--- src/rtl/mem_wb_stage_pkg.sv ---
// Shared encodings for the memory stage: write-back select legs and the
// data-memory handshake FSM states.
package mem_wb_stage_pkg;

    typedef enum logic [1:0] {
        WB_ALU   = 2'b00,
        WB_MEM   = 2'b01,
        WB_SHIFT = 2'b10,
        WB_LINK  = 2'b11
    } wb_sel_e;

    typedef enum logic [1:0] {
        IDLE   = 2'b00,
        ACCESS = 2'b01,
        DONE   = 2'b10
    } state_e;

endpackage

--- src/rtl/mem_wb_stage_dmem_handshake_fsm.sv ---
// req/ack handshake to a variable-latency data memory with a timeout abort.
// Owns the dmem_* request registers, the captured read data and the stall.
module dmem_handshake_fsm
    import mem_wb_stage_pkg::*;
#(
    parameter int                DATA_W         = 16,
    parameter int                TIMEOUT_CYCLES = 16,
    parameter logic [DATA_W-1:0] ERR_DATA       = 16'hDEAD
) (
    input  logic              clk,
    input  logic              reset,
    input  logic              mem_read,
    input  logic              mem_write,
    input  logic [DATA_W-1:0] addr,
    input  logic [DATA_W-1:0] store_data,
    input  logic              dmem_ack,
    input  logic [DATA_W-1:0] dmem_rdata,
    output logic              dmem_req,
    output logic              dmem_we,
    output logic [DATA_W-1:0] dmem_addr,
    output logic [DATA_W-1:0] dmem_wdata,
    output logic [DATA_W-1:0] rdata_q,
    output logic              mem_error,
    output logic              stall_mem
);

    localparam int CNT_W = (TIMEOUT_CYCLES > 2) ? $clog2(TIMEOUT_CYCLES) : 1;
    localparam logic [CNT_W-1:0] CNT_LAST = CNT_W'(TIMEOUT_CYCLES - 1);

    state_e           state_q, state_d;
    logic [CNT_W-1:0] cnt_q;
    logic             start, ack_hit, timeout, stall_c;

    always_ff @(posedge clk or negedge reset) begin
        if (!reset) state_q <= IDLE;
        else        state_q <= state_d;
    end

    // NOTE: every always_comb output gets a default first so no path can infer a latch.
    always_comb begin
        state_d = state_q;
        stall_c = 1'b0;
        start   = 1'b0;
        ack_hit = 1'b0;
        timeout = 1'b0;
        case (state_q)
            IDLE: begin
                if (mem_read | mem_write) begin
                    stall_c = 1'b1;
                    start   = 1'b1;
                    state_d = ACCESS;
                end
            end
            ACCESS: begin
                stall_c = 1'b1;
                if (dmem_ack) begin
                    ack_hit = 1'b1;
                    state_d = DONE;
                end else if (cnt_q == CNT_LAST) begin
                    timeout = 1'b1;
                    state_d = DONE;
                end
            end
            DONE:    state_d = IDLE;
            default: state_d = IDLE;
        endcase
    end

    // Gated by reset so the freeze releases asynchronously even if a load sits upstream.
    assign stall_mem = reset & stall_c;

    // NOTE: sequential state uses non-blocking assignments so every register samples pre-edge values.
    always_ff @(posedge clk or negedge reset) begin
        if (!reset) begin
            cnt_q      <= '0;
            dmem_req   <= 1'b0;
            dmem_we    <= 1'b0;
            dmem_addr  <= '0;
            dmem_wdata <= '0;
            rdata_q    <= '0;
            mem_error  <= 1'b0;
        end else begin
            cnt_q <= (state_q == ACCESS && state_d == ACCESS) ? cnt_q + 1'b1 : '0;
            if (start) begin
                dmem_req   <= 1'b1;
                dmem_we    <= mem_write;
                dmem_addr  <= addr;
                dmem_wdata <= store_data;
            end
            if (ack_hit) begin
                dmem_req <= 1'b0;
                rdata_q  <= dmem_we ? '0 : dmem_rdata;
            end
            if (timeout) begin
                dmem_req  <= 1'b0;
                rdata_q   <= ERR_DATA;
                mem_error <= 1'b1;
            end
        end
    end

endmodule

--- src/rtl/mem_wb_stage.sv ---
// Memory stage plus MEM/WB pipeline register: drives the data-memory handshake,
// selects the write-back value and bubbles the register-file write while stalled.
module mem_wb_stage
    import mem_wb_stage_pkg::*;
#(
    parameter int                DATA_W         = 16,
    parameter int                REG_ADDR_W     = 4,
    parameter int                TIMEOUT_CYCLES = 16,
    parameter logic [DATA_W-1:0] ERR_DATA       = 16'hDEAD
) (
    input  logic                  clk,
    input  logic                  reset,
    input  logic                  ex_reg_write,
    input  logic                  ex_mem_read,
    input  logic                  ex_mem_write,
    input  logic [1:0]            ex_write_back,
    input  logic [DATA_W-1:0]     ex_alu_out,
    input  logic [DATA_W-1:0]     ex_shift_out,
    input  logic [DATA_W-1:0]     ex_link_pc,
    input  logic [DATA_W-1:0]     ex_store_data,
    input  logic [REG_ADDR_W-1:0] ex_write_addr,
    output logic                  dmem_req,
    output logic                  dmem_we,
    output logic [DATA_W-1:0]     dmem_addr,
    output logic [DATA_W-1:0]     dmem_wdata,
    input  logic                  dmem_ack,
    input  logic [DATA_W-1:0]     dmem_rdata,
    output logic                  stall_mem,
    output logic                  mem_error,
    output logic                  wb_reg_write,
    output logic [REG_ADDR_W-1:0] wb_write_addr,
    output logic [DATA_W-1:0]     wb_write_data
);

    logic [DATA_W-1:0] rdata_q;
    logic [DATA_W-1:0] wb_value;

    dmem_handshake_fsm #(
        .DATA_W        (DATA_W),
        .TIMEOUT_CYCLES(TIMEOUT_CYCLES),
        .ERR_DATA      (ERR_DATA)
    ) u_fsm (
        .clk       (clk),
        .reset     (reset),
        .mem_read  (ex_mem_read),
        .mem_write (ex_mem_write),
        .addr      (ex_alu_out),
        .store_data(ex_store_data),
        .dmem_ack  (dmem_ack),
        .dmem_rdata(dmem_rdata),
        .dmem_req  (dmem_req),
        .dmem_we   (dmem_we),
        .dmem_addr (dmem_addr),
        .dmem_wdata(dmem_wdata),
        .rdata_q   (rdata_q),
        .mem_error (mem_error),
        .stall_mem (stall_mem)
    );

    always_comb begin
        wb_value = ex_alu_out;
        case (wb_sel_e'(ex_write_back))
            WB_ALU:   wb_value = ex_alu_out;
            WB_MEM:   wb_value = ex_mem_read ? rdata_q : '0;
            WB_SHIFT: wb_value = ex_shift_out;
            WB_LINK:  wb_value = ex_link_pc;
            default:  wb_value = ex_alu_out;
        endcase
    end

    always_ff @(posedge clk or negedge reset) begin
        if (!reset) begin
            wb_reg_write  <= 1'b0;
            wb_write_addr <= '0;
            wb_write_data <= '0;
        end else if (stall_mem) begin
            wb_reg_write <= 1'b0;
        end else begin
            wb_reg_write  <= ex_reg_write;
            wb_write_addr <= ex_write_addr;
            wb_write_data <= wb_value;
        end
    end

endmodule

--- config.mk ---
export PLATFORM = sky130hd
export DESIGN_NAME = mem_wb_stage
export DESIGN_NICKNAME = d
export VERILOG_FILES = /design/src/rtl/mem_wb_stage_pkg.sv /design/src/rtl/mem_wb_stage_dmem_handshake_fsm.sv /design/src/rtl/mem_wb_stage.sv
export SDC_FILE = /design/constraint.sdc
export NUM_CORES = 1
export LEC_CHECK = 0
export ABC_AREA = 0
export CAP_MARGIN = 20
export CELL_PAD_IN_SITES_DETAIL_PLACEMENT = 1
export CELL_PAD_IN_SITES_GLOBAL_PLACEMENT = 1
export CORE_ASPECT_RATIO = 1.1
export CORE_MARGIN = 3
export CORE_UTILIZATION = 33
export CTS_CLUSTER_SIZE = 12
export DETAILED_ROUTE_END_ITERATION = 7
export HOLD_SLACK_MARGIN = 0.12
export PLACE_DENSITY_LB_ADDON = 0.1
export SKIP_LAST_GASP = 1
export SYNTH_ARGS = -nofsm -noshare
export SYNTH_HDL_FRONTEND = slang
export SYNTH_SLANG_ARGS = --single-unit
--- constraint.sdc ---
create_clock -name clk -period 1.9 [get_ports clk]
set_input_delay 0.19 -clock clk [delete_from_list [all_inputs] [get_ports clk]]
set_output_delay 0.19 -clock clk [all_outputs]
set_load 0.01 [all_outputs]
==> flow_metrics.tcl <==
set metrics [dict create \
    yosys_warnings 0 \
    yosysUniqueCellTypes 29 \
    synth_compound_area_share_pct 5.05 \
    path_class "in2out" \
    clkLatencyLatePin_ns 0.33 \
    synthSimpleGateAreaFrac_pct 7.60 \
    gp_congestion 0.735 \
    crit_required_ns 1.71 \
    clock_sinks 78 \
    tightest_slew_ns 0.363 \
    p_clk_share_pct 20.9 \
    final_nets 500 \
    overflow 0 \
    yosys.area_share.adder_pct 0.350 \
    hold_viol 0 \
    drc_errors 0 \
    firstDrtPassIters 4 \
    synth.most_common_cell "dfrtp_1" \
    antenna_found_initial 0 \
    first_global_vias 2999 \
    yosys.area.top_type_share_pct 54.7 \
    synth_top_family_by_area "multiplexers" \
    worstPathArrival_ns 1.48 \
    path_max_fanout 3 \
    combPwrFrac_pct 42.7 \
    synth_commonest_cells "78 x dfrtp_1, 52 x mux2_2, 16 x mux4_2" \
    fp.coreArea_sq_mm 0.0105 \
    power_frac_seq_pct 36.4 \
    netlist_area_sq_mm 0.00357 \
    cts_tree "yes" \
    r2r-start "u_fsm.state_q[0]" \
    dpl_cell_area_sq_mm 0.00527 \
    grt_usage_pct 17.0 \
    dieWidth_um 105 \
    seq_area_frac_synth_pct 54.7 \
    synth-edff-count 0 \
    diodes 0 \
    clk_path_buf_depth 2 \
    fin_skew_ns 0.00453 \
    finalMaxSlewViolations 0 \
    drt-wirelength-per-cell_um 18.2 \
    p_sw_mw 2.25 \
    cts-buffers-inserted 9 \
    slew_headroom_pct 75.8 \
    root_buffer "clkbuf_16" \
    syn_nets 341 \
    total_leakage_power_nw 2.31 \
    rsz0062_at_grt "false" \
    drt_iter0_markers 78 \
    fp.dieH_um 115 \
    intPower_mw 5.27 \
    worstSetupStartpointType "input pin" \
    max_freq_ghz 0.600 \
    final_area_sq_mm 0.00557 \
    synthMuxAreaShare_pct 26.8 \
    drive_gt1_share_pct 24.1 \
    ys_top_cells_by_area "dfrtp_1 55%, mux2_2 16%, mux4_2 10%" \
    io_buffers 148 \
    dpl.hpwl_mm 7.44 \
    vias 2655 \
    path_cells "dlygate4sd3_1 -> buf_4 -> nor3b_4 -> dlygate4sd2_1" \
    min-delay-path-class "in2async" \
    ir_worst_vdd_v 0.000519 \
    powerDensity_mw_per_mm2 1350 \
    vias_per_cell 4.79 \
    synth_xor_area_share_pct 0.491 \
    syn-mean-instance-area_sq_um 14.4 \
    synth_top_area_cell "dfrtp_1" \
    cts_setup_buffers 0 \
    max_stage_delay_ns 0.57 \
    htreeDepth 3 \
    slowest_stage "dlygate4sd3_1" \
    grt_pass1_wl_mm 16.0 \
    area_growth_syn_to_layout_pct 56.1 \
    cp-end-kind "primary output" \
    rows 39 \
    p_sw_share_pct 29.9 \
    synthCells 248 \
    wl_mm 10.1 \
    start_util_pct 34.0 \
    ys_seq_elements 78 \
    cap_violations 0 \
    power_mw 7.52 \
    post-route-period-util_pct 87.7 \
    dominantRegCellSynth "dfrtp_1" \
    grt_max_degree 79 \
    r2r_cells 4 \
    io_pins 149 \
    crit_path_start "reset" \
    die-area_sq_mm 0.0121 \
    async_flop_share_pct 100 \
    ant_nets 0 \
    period_minus_slack_ns 1.67 \
    cts.clk_slew.worst_paths_ns 0.05 \
    status "finished, final reports clean" \
    finalSetupViolations 0 \
]
-- cell usage in the layout, fill, tap and decap left out --
cell type        count
o21ai_4              1
mux4_2              16
dlygate4sd3_1        1
inv_1               15
clkbuf_1             3
dfrtp_1             78
nor2b_1              7
clkbuf_16            9
clkbuf_8             2
buf_12               3
mux2_1               1
mux2_2              52
a32o_1               5
xor2_1               1
nand3_1              3
and2_0               9
buf_4               13
and2_1               7
nor2_1               5
a21boi_0             1
o21bai_1             1
buf_16               1
ha_1                 1
dlygate4sd2_1        1
clkinv_2             1
a32oi_1             11
nand2b_1            11
nor3_1               1
a21bo_1              1
clkdlybuf4s50_1    146
nor3b_4              1
xnor2_1              1
nand2_1              2
-- registers in the layout, summed over array words and instances, names as in the netlist --
| register | count |
|---|---|
| wb_reg_write | 1 |
| u_fsm.cnt_q | 4 |
| wb_write_data | 16 |
| u_fsm.dmem_addr | 16 |
| u_fsm.mem_error | 1 |
| u_fsm.dmem_wdata | 16 |
| u_fsm.dmem_req | 1 |
| u_fsm.rdata_q | 16 |
| u_fsm.state_q | 2 |
| u_fsm.dmem_we | 1 |
| wb_write_addr | 4 |
-- per-stage QoR --
step | hold WS (ns) | util (%) | instances | setup TNS (ns) | setup slack [ns]
2_1_floorplan | -0.106 | - | 248 | 0 | 0.488
3_3_place_gp | 0.453 | 50.2 | 537 | -0.00511 | -0.00511
3_5_place_dp | 0.460 | 50.2 | 537 | -0.0136 | -0.0136
4_1_cts | 0.194 | 52.8 | 552 | 0 | 0.255
5_1_grt | 0.419 | 53.1 | 554 | 0 | 0.190
6_report | 0.407 | 53.1 | 554 | 0 | 0.235
-- routing by layer --
metal | up-vias | wire [um] | GRT usage (%)
met5 | - | 0 | 0
met4 | 0 | 150 | 5.86
met3 | 15 | 658 | 5.56
met2 | 100 | 4990 | 28.2
met1 | 1331 | 4270 | 21.1
li1 | 1209 | - | -
-- layout make-up --
cell class                      instances  area, sq um
Clock buffer                           14          264
Timing Repair Buffer                  165         1670
Multi-Input combinational cell        138         1450
Inverter                               15         56.3
Tap cell                              143          179
Sequential cell                        78         1950
Clock inverter                          1         5.00
Fill cell                            1045         4920
-- logic make-up (layout without fill, tap and decap cells) --
logic type      Yosys count  after routing
compound gates           20             20
xor+xnor                  2              2
fa+ha+maj                 1              1
buf+inv                  32            195
flops                    78             78
mux                      69             69
simple gates             46             46
-- worst max-delay path, delay by kind of cell --
kind / cells / cell delay, ns
buffers and inverters: 3 / 1.01
and+or+nand+nor: 1 / 0.27
-- power by group through the flow --
stage / clock (mW) / combinational, mW / sequential, mW
2_1_floorplan: 0 / 1.37 / 2.95
3_3_place_gp: 0 / 3.18 / 2.73
3_5_place_dp: 0 / 3.25 / 2.77
4_1_cts: 1.62 / 3.28 / 2.75
5_1_grt: 1.68 / 3.47 / 2.83
6_report: 1.57 / 3.21 / 2.73
-- final timing paths --
| path | to | slack (ns) |
|---|---|---|
| max in group asynchronous | u_fsm.dmem_wdata[3] | 0.91 |
| worst max register to register | wb_write_addr[2] | 0.42 |
| min in group clk | wb_reg_write | 0.43 |
| worst min-delay path | u_fsm.dmem_addr[15] | 0.41 |
| worst max-delay path | stall_mem | 0.23 |
| worst min register to register | u_fsm.cnt_q[0] | 0.46 |
-- timing repair --
| item | CTS | global route |
|---|---|---|
| hold endpoints to repair | 0 | 8 |
| resized for setup | 1 | 0 |
| hold buffers | 0 | 1 |
| endpoints found under the setup margin | 1 | 0 |
Note: power is estimated with default switching activity, not from simulation.
